`config.mk`:
```
export PLATFORM = sky130hd
export DESIGN_NAME = seq_divider
export DESIGN_NICKNAME = d
export VERILOG_FILES = /design/src/rtl/seq_divider.sv
export SDC_FILE = /design/constraint.sdc
export NUM_CORES = 1
export LEC_CHECK = 0
export ABC_AREA = 1
export CORE_MARGIN = 5
export CORE_UTILIZATION = 49
export CTS_CLUSTER_SIZE = 25
export DETAILED_ROUTE_END_ITERATION = 7
export PLACE_DENSITY = 0.85
export SETUP_SLACK_MARGIN = 0.15
export SLEW_MARGIN = 15
export SYNTH_ARGS = -nofsm -noshare
export SYNTH_HDL_FRONTEND = slang
export SYNTH_SLANG_ARGS = --single-unit
```
`constraint.sdc`:
```
create_clock -name clk_i -period 3.1 [get_ports clk_i]
set_input_delay 0.31 -clock clk_i [delete_from_list [all_inputs] [get_ports clk_i]]
set_output_delay 0.31 -clock clk_i [all_outputs]
set_load 0.01 [all_outputs]
```
`src/rtl/seq_divider.sv`:
```
// Sequential restoring divider: 2*WIDTH-bit unsigned dividend / WIDTH-bit unsigned divisor.
// One quotient bit is produced per clock behind a start/busy/done handshake. Results are
// registered and held until the next accepted start.
//
// Optional feature macro: SEQ_DIVIDER_DZ_FLAG_EN
//   defined   -> adds div_by_zero_o; a zero divisor skips the iterative phase and finishes
//                in the cycle after the accept edge.
//   undefined -> no div_by_zero_o; a zero divisor runs the full 2*WIDTH steps.
// Either way a zero divisor yields quotient = all ones, remainder = dividend[WIDTH-1:0].
module seq_divider #(
  parameter int unsigned WIDTH = 8
) (
  input  logic                 clk_i,
  input  logic                 rst_i,
  input  logic                 start_i,
  input  logic [2*WIDTH-1:0]   dividend_i,
  input  logic [WIDTH-1:0]     divisor_i,
  output logic                 busy_o,
  output logic                 done_o,
  output logic [2*WIDTH-1:0]   quotient_o,
  output logic [WIDTH-1:0]     remainder_o
`ifdef SEQ_DIVIDER_DZ_FLAG_EN
  ,
  output logic                 div_by_zero_o
`endif
);

  localparam int unsigned DvdW = 2 * WIDTH;
  localparam int unsigned CntW = $clog2(DvdW);
  localparam logic [CntW-1:0] LastCnt = CntW'(DvdW - 1);

  typedef enum logic [1:0] {StIdle, StRun, StDone} state_e;

  state_e            state_q;
  logic              busy_q;
  logic              done_q;
  logic [DvdW-1:0]   quotient_q;
  logic [WIDTH-1:0]  remainder_q;
  logic [CntW-1:0]   cnt_q;
  // Dividend bits shift out of the top while quotient bits shift in at the bottom,
  // so after 2*WIDTH steps this register holds the quotient.
  logic [DvdW-1:0]   dvd_q;
  logic [DvdW-1:0]   dvd_d;
  logic [WIDTH-1:0]  dvs_q;
  // Stored partial remainder is WIDTH bits: after each restoring step it is below the
  // divisor, and with a zero divisor the shifted-out MSB is discarded anyway.
  logic [WIDTH-1:0]  r_q;
  logic [WIDTH-1:0]  r_d;
  logic [WIDTH:0]    r_shift;
  logic              q_bit;
`ifdef SEQ_DIVIDER_DZ_FLAG_EN
  logic              dz_q;
`endif

  // One restoring step: shift in the next dividend bit, compare at WIDTH+1 bits, subtract.
  always_comb begin
    r_shift = {r_q, dvd_q[DvdW-1]};
    q_bit   = (r_shift >= {1'b0, dvs_q});
    r_d     = q_bit ? WIDTH'(r_shift - {1'b0, dvs_q}) : r_shift[WIDTH-1:0];
    dvd_d   = {dvd_q[DvdW-2:0], q_bit};
  end

  // Control FSM with registered handshake and result outputs.
  always_ff @(posedge clk_i) begin
    if (rst_i) begin
      state_q     <= StIdle;
      busy_q      <= 1'b0;
      done_q      <= 1'b0;
      quotient_q  <= '0;
      remainder_q <= '0;
      cnt_q       <= '0;
      dvd_q       <= '0;
      dvs_q       <= '0;
      r_q         <= '0;
`ifdef SEQ_DIVIDER_DZ_FLAG_EN
      dz_q        <= 1'b0;
`endif
    end else begin
      done_q <= 1'b0;
      unique case (state_q)
        StIdle, StDone: begin
          if (start_i) begin
`ifdef SEQ_DIVIDER_DZ_FLAG_EN
            if (divisor_i == '0) begin
              // Zero divisor short-circuits straight to a done pulse.
              state_q     <= StDone;
              done_q      <= 1'b1;
              quotient_q  <= '1;
              remainder_q <= dividend_i[WIDTH-1:0];
              dz_q        <= 1'b1;
            end else begin
              state_q <= StRun;
              busy_q  <= 1'b1;
              dvd_q   <= dividend_i;
              dvs_q   <= divisor_i;
              r_q     <= '0;
              cnt_q   <= '0;
              dz_q    <= 1'b0;
            end
`else
            state_q <= StRun;
            busy_q  <= 1'b1;
            dvd_q   <= dividend_i;
            dvs_q   <= divisor_i;
            r_q     <= '0;
            cnt_q   <= '0;
`endif
          end else begin
            state_q <= StIdle;
          end
        end
        StRun: begin
          r_q   <= r_d;
          dvd_q <= dvd_d;
          cnt_q <= cnt_q + 1'b1;
          if (cnt_q == LastCnt) begin
            // A zero divisor naturally yields all-ones quotient and dividend low bits here.
            state_q     <= StDone;
            busy_q      <= 1'b0;
            done_q      <= 1'b1;
            quotient_q  <= dvd_d;
            remainder_q <= r_d;
          end
        end
        default: begin
          state_q <= StIdle;
          busy_q  <= 1'b0;
        end
      endcase
    end
  end

  assign busy_o      = busy_q;
  assign done_o      = done_q;
  assign quotient_o  = quotient_q;
  assign remainder_o = remainder_q;
`ifdef SEQ_DIVIDER_DZ_FLAG_EN
  assign div_by_zero_o = dz_q;
`endif

endmodule

```
==> flow_summary.toml <==
[floorplanning]
core_area_mm2 = 0.00592
die_area_mm2 = 0.00773
dieWidth_um = 87.9
ios = 53
start_util_pct = 50.2
placementRows = 28
die_h_um = 87.9

[timing]
relSlewSlack_pct = 31.0
skew_ns = 0.00671
fin_crit_sh_pct = 63.4
hold_viol_final = 0
setup_viol = 0
drv_slew = 0
max_freq_mhz = 509
tightestPinTransition_ns = 1.03
finalCriticalPeriod_ns = 1.97
fin_tns_setup_ns = 0
grt_setup_unrepaired = "false"

[worst_hold_path]
holdPathEnd = "dvs_q[7]"
hp-start = "dvs_q[7]"
min_path_cells = 2
hold_class = "reg -> reg"

[global_routing]
grt_overflow_total = 0
grt_pass1_wl_mm = 11.9
antenna_found_initial = 0
track_usage_pct = 20.0
grt_pass1_vias = 2632
grt_max_degree = 35

[cts]
h-tree-depth = 3
clock_latency_ns = 0.34
clockRootBuffer = "clkbuf_8"
cts.clk_slew.worst_paths_ns = 0.07
cts_tree = "built"
ctsResizeCount = 0
cts_made_buffers = 9
clock_sinks = 64
cts_setup_buffers = 0
ctsHoldBuffers = 0
cts.path.max_buffers = 2

[critical_path]
crit_path_start = "state_q[0]"
worstPathMaxFanout = 26
start_kind = "flop"
critPathRequiredTime_ns = 3.37
r2r_end = "quotient_o[4]"
crit_path_end_kind = "flop"
arrival_ns = 2.23
r2r-start = "state_q[0]"
worst-r2r-cell-count = 7
criticalPathCategory = "reg -> reg"
reg2reg_slack_ns = 1.13

[detailed_routing]
routed_wl_mm = 7.29
drt_iter0_drc = 146
postRouteAntennaNets = 0
post_drt_wl_per_cell_um = 14.1
vias_per_cell = 5.26
drc = 0
num_vias = 2715
drt_pass1_iterations = 4

[synthesis]
synth_compound_area_share_pct = 11.9
yosys.area_share.adder_pct = 4.46
ys_ff_latch = 64
ys_warn_count = 0
synth-simple-area-share_pct = 31.5
synth_top_family_by_area = "simple AND/OR/NAND/NOR gates"
ys_types = 39
synth_xor_area_share_pct = 0.883
synth_area_leader_cell = "dfxtp_1"
synth_area_mm2 = 0.00297
netlist.area_leader.share_pct = 43.1
synth_area_leaders = "dfxtp_1 43%, nand2_1 12%, nand3_1 7.4%"
synth-seq-area-share_pct = 43.1
synth_cells = 390
synth_mux_area_share_pct = 0
syn-num-nets = 427
avgSynthCellArea_um2 = 7.63

[power]
p_sw_share_pct = 35.3
power.internal_mw = 1.64
switchingPower_uw = 894
power_density_mw_per_mm2 = 681
vdd_ir_drop_max_mv = 0.399
pwr-share-seq_pct = 36.4
pwr-share-clk_pct = 30.4
p_leak_nw = 1.58
power.share.combinational_pct = 33.3

[finish]
drive_above_1_share_pct = 11.8
nets = 475
num-fill-cells = 515
area_growth_pct = 24.9
final_cells = 516
diodes = 0

[place]
io_buffers = 52
routabilityCongestion = 0.857
dp.cells = 502
hpwlAfterDp_mm = 5.09

[flow_run]
cap_violations = 0

[run_status]
status = "finished, final reports clean"
critical path, cell delays in order (launching register included):
cell	delay [ns]
dfxtp_1	0.35
inv_2	0.05
or2_1	0.35
clkinv_4	0.25
nand2_4	0.24
nor2_8	0.36
inv_2	0.13
o21ai_1	0.15
layer usage:
metal  vias up  routed length [um]  global-route usage [%]
li1       1367                   -                       -
met1      1272                3240                    24.3
met2        58                3610                    33.5
met3        18                 275                    4.70
met4         0                 162                    8.93
met5         -                   0                       0
cell type report:
cell class | count | area, um^2 | area share [%]
Timing Repair Buffer | 53 | 528 | 14.2
Clock inverter | 4 | 70.1 | 1.89
Tap cell | 75 | 93.8 | 2.53
Inverter | 40 | 155 | 4.18
Multi-Input combinational cell | 270 | 1450 | 39.0
Clock buffer | 10 | 138 | 3.70
Sequential cell | 64 | 1280 | 34.5
power by group through the flow:
stage | logic (mW) | clock network, mW | registers (mW)
2_1_floorplan | 0.654 | 0 | 0.924
3_3_place_gp | 0.819 | 0 | 0.936
3_5_place_dp | 0.834 | 0 | 0.938
4_1_cts | 0.841 | 0.773 | 0.920
5_1_grt | 0.946 | 0.812 | 0.924
6_report | 0.842 | 0.768 | 0.921
cells in the mapped netlist, drive strengths merged:
library cell,count
dfxtp,64
a31oi,12
nor3,2
fa,1
a221oi,5
nand4,2
nand2,116
ha,9
nand3b,4
xnor2,1
o22ai,1
clkinv,2
inv,38
nor2,25
xor2,2
clkbuf,8
nand3,46
o21ai,18
or2,2
a211oi,1
buf,8
a21oi,23
how the worst max path moves through the flow:
stage | endpoint | slack, ns | cells past startpoint
detailed placement | cnt_q[2] | 0.87 | 6
CTS | quotient_o[4] | 1.15 | 7
global placement | cnt_q[2] | 0.93 | 6
floorplan | remainder_o[7] | 1.50 | 13
global route | quotient_o[4] | 1.01 | 7
finish | quotient_o[4] | 1.13 | 7
cells by family (layout without fill, tap and decap cells):
logic type | count (synthesis) | in the layout
AO/OA/AOI/OAI | 60 | 60
XOR/XNOR | 3 | 3
adder cells (fa/ha/maj) | 10 | 10
buffers and inverters | 56 | 107
flip-flops | 64 | 64
AND/OR/NAND/NOR | 197 | 197
layout by cell type, fill, tap and decap left out, types with 2 or more instances in the layout:
| cell | instances |
|---|---|
| a21oi_2 | 3 |
| clkbuf_8 | 10 |
| clkinv_2 | 2 |
| nor2_1 | 22 |
| nand2_4 | 3 |
| nand2_1 | 94 |
| a31oi_1 | 12 |
| clkdlybuf4s50_1 | 52 |
| inv_1 | 35 |
| o21ai_0 | 12 |
| bufinv_16 | 2 |
| a21oi_1 | 20 |
| nand4_1 | 2 |
| inv_2 | 3 |
| a221oi_1 | 4 |
| nand3_1 | 44 |
| dfxtp_1 | 64 |
| ha_1 | 9 |
| nand3_2 | 2 |
| xor2_1 | 2 |
| nand3b_1 | 4 |
| nand2_2 | 19 |
| o21ai_1 | 6 |
sequential cells by signal, summed over array words and instances (netlist names):
signal	count
remainder_o	8
quotient_o	16
dvd_q	16
busy_o	1
done_o	1
r_q	8
state_q	2
dvs_q	8
cnt_q	4
per-stage QoR:
step                util (%)  total power [mW]  hold slack, ns  instance area [um^2]  setup slack, ns
finish                  62.8              2.53           0.467                  3720             1.13
CTS                     62.8              2.53           0.469                  3720             1.15
global route            62.8              2.68           0.487                  3720             1.01
floorplan                  -              1.58           0.430                  2970             1.50
detailed placement      59.3              1.77           0.457                  3510            0.867
global placement        59.3              1.76           0.438                  3510            0.934
No activity file was read; power rests on OpenSTA's default activity.
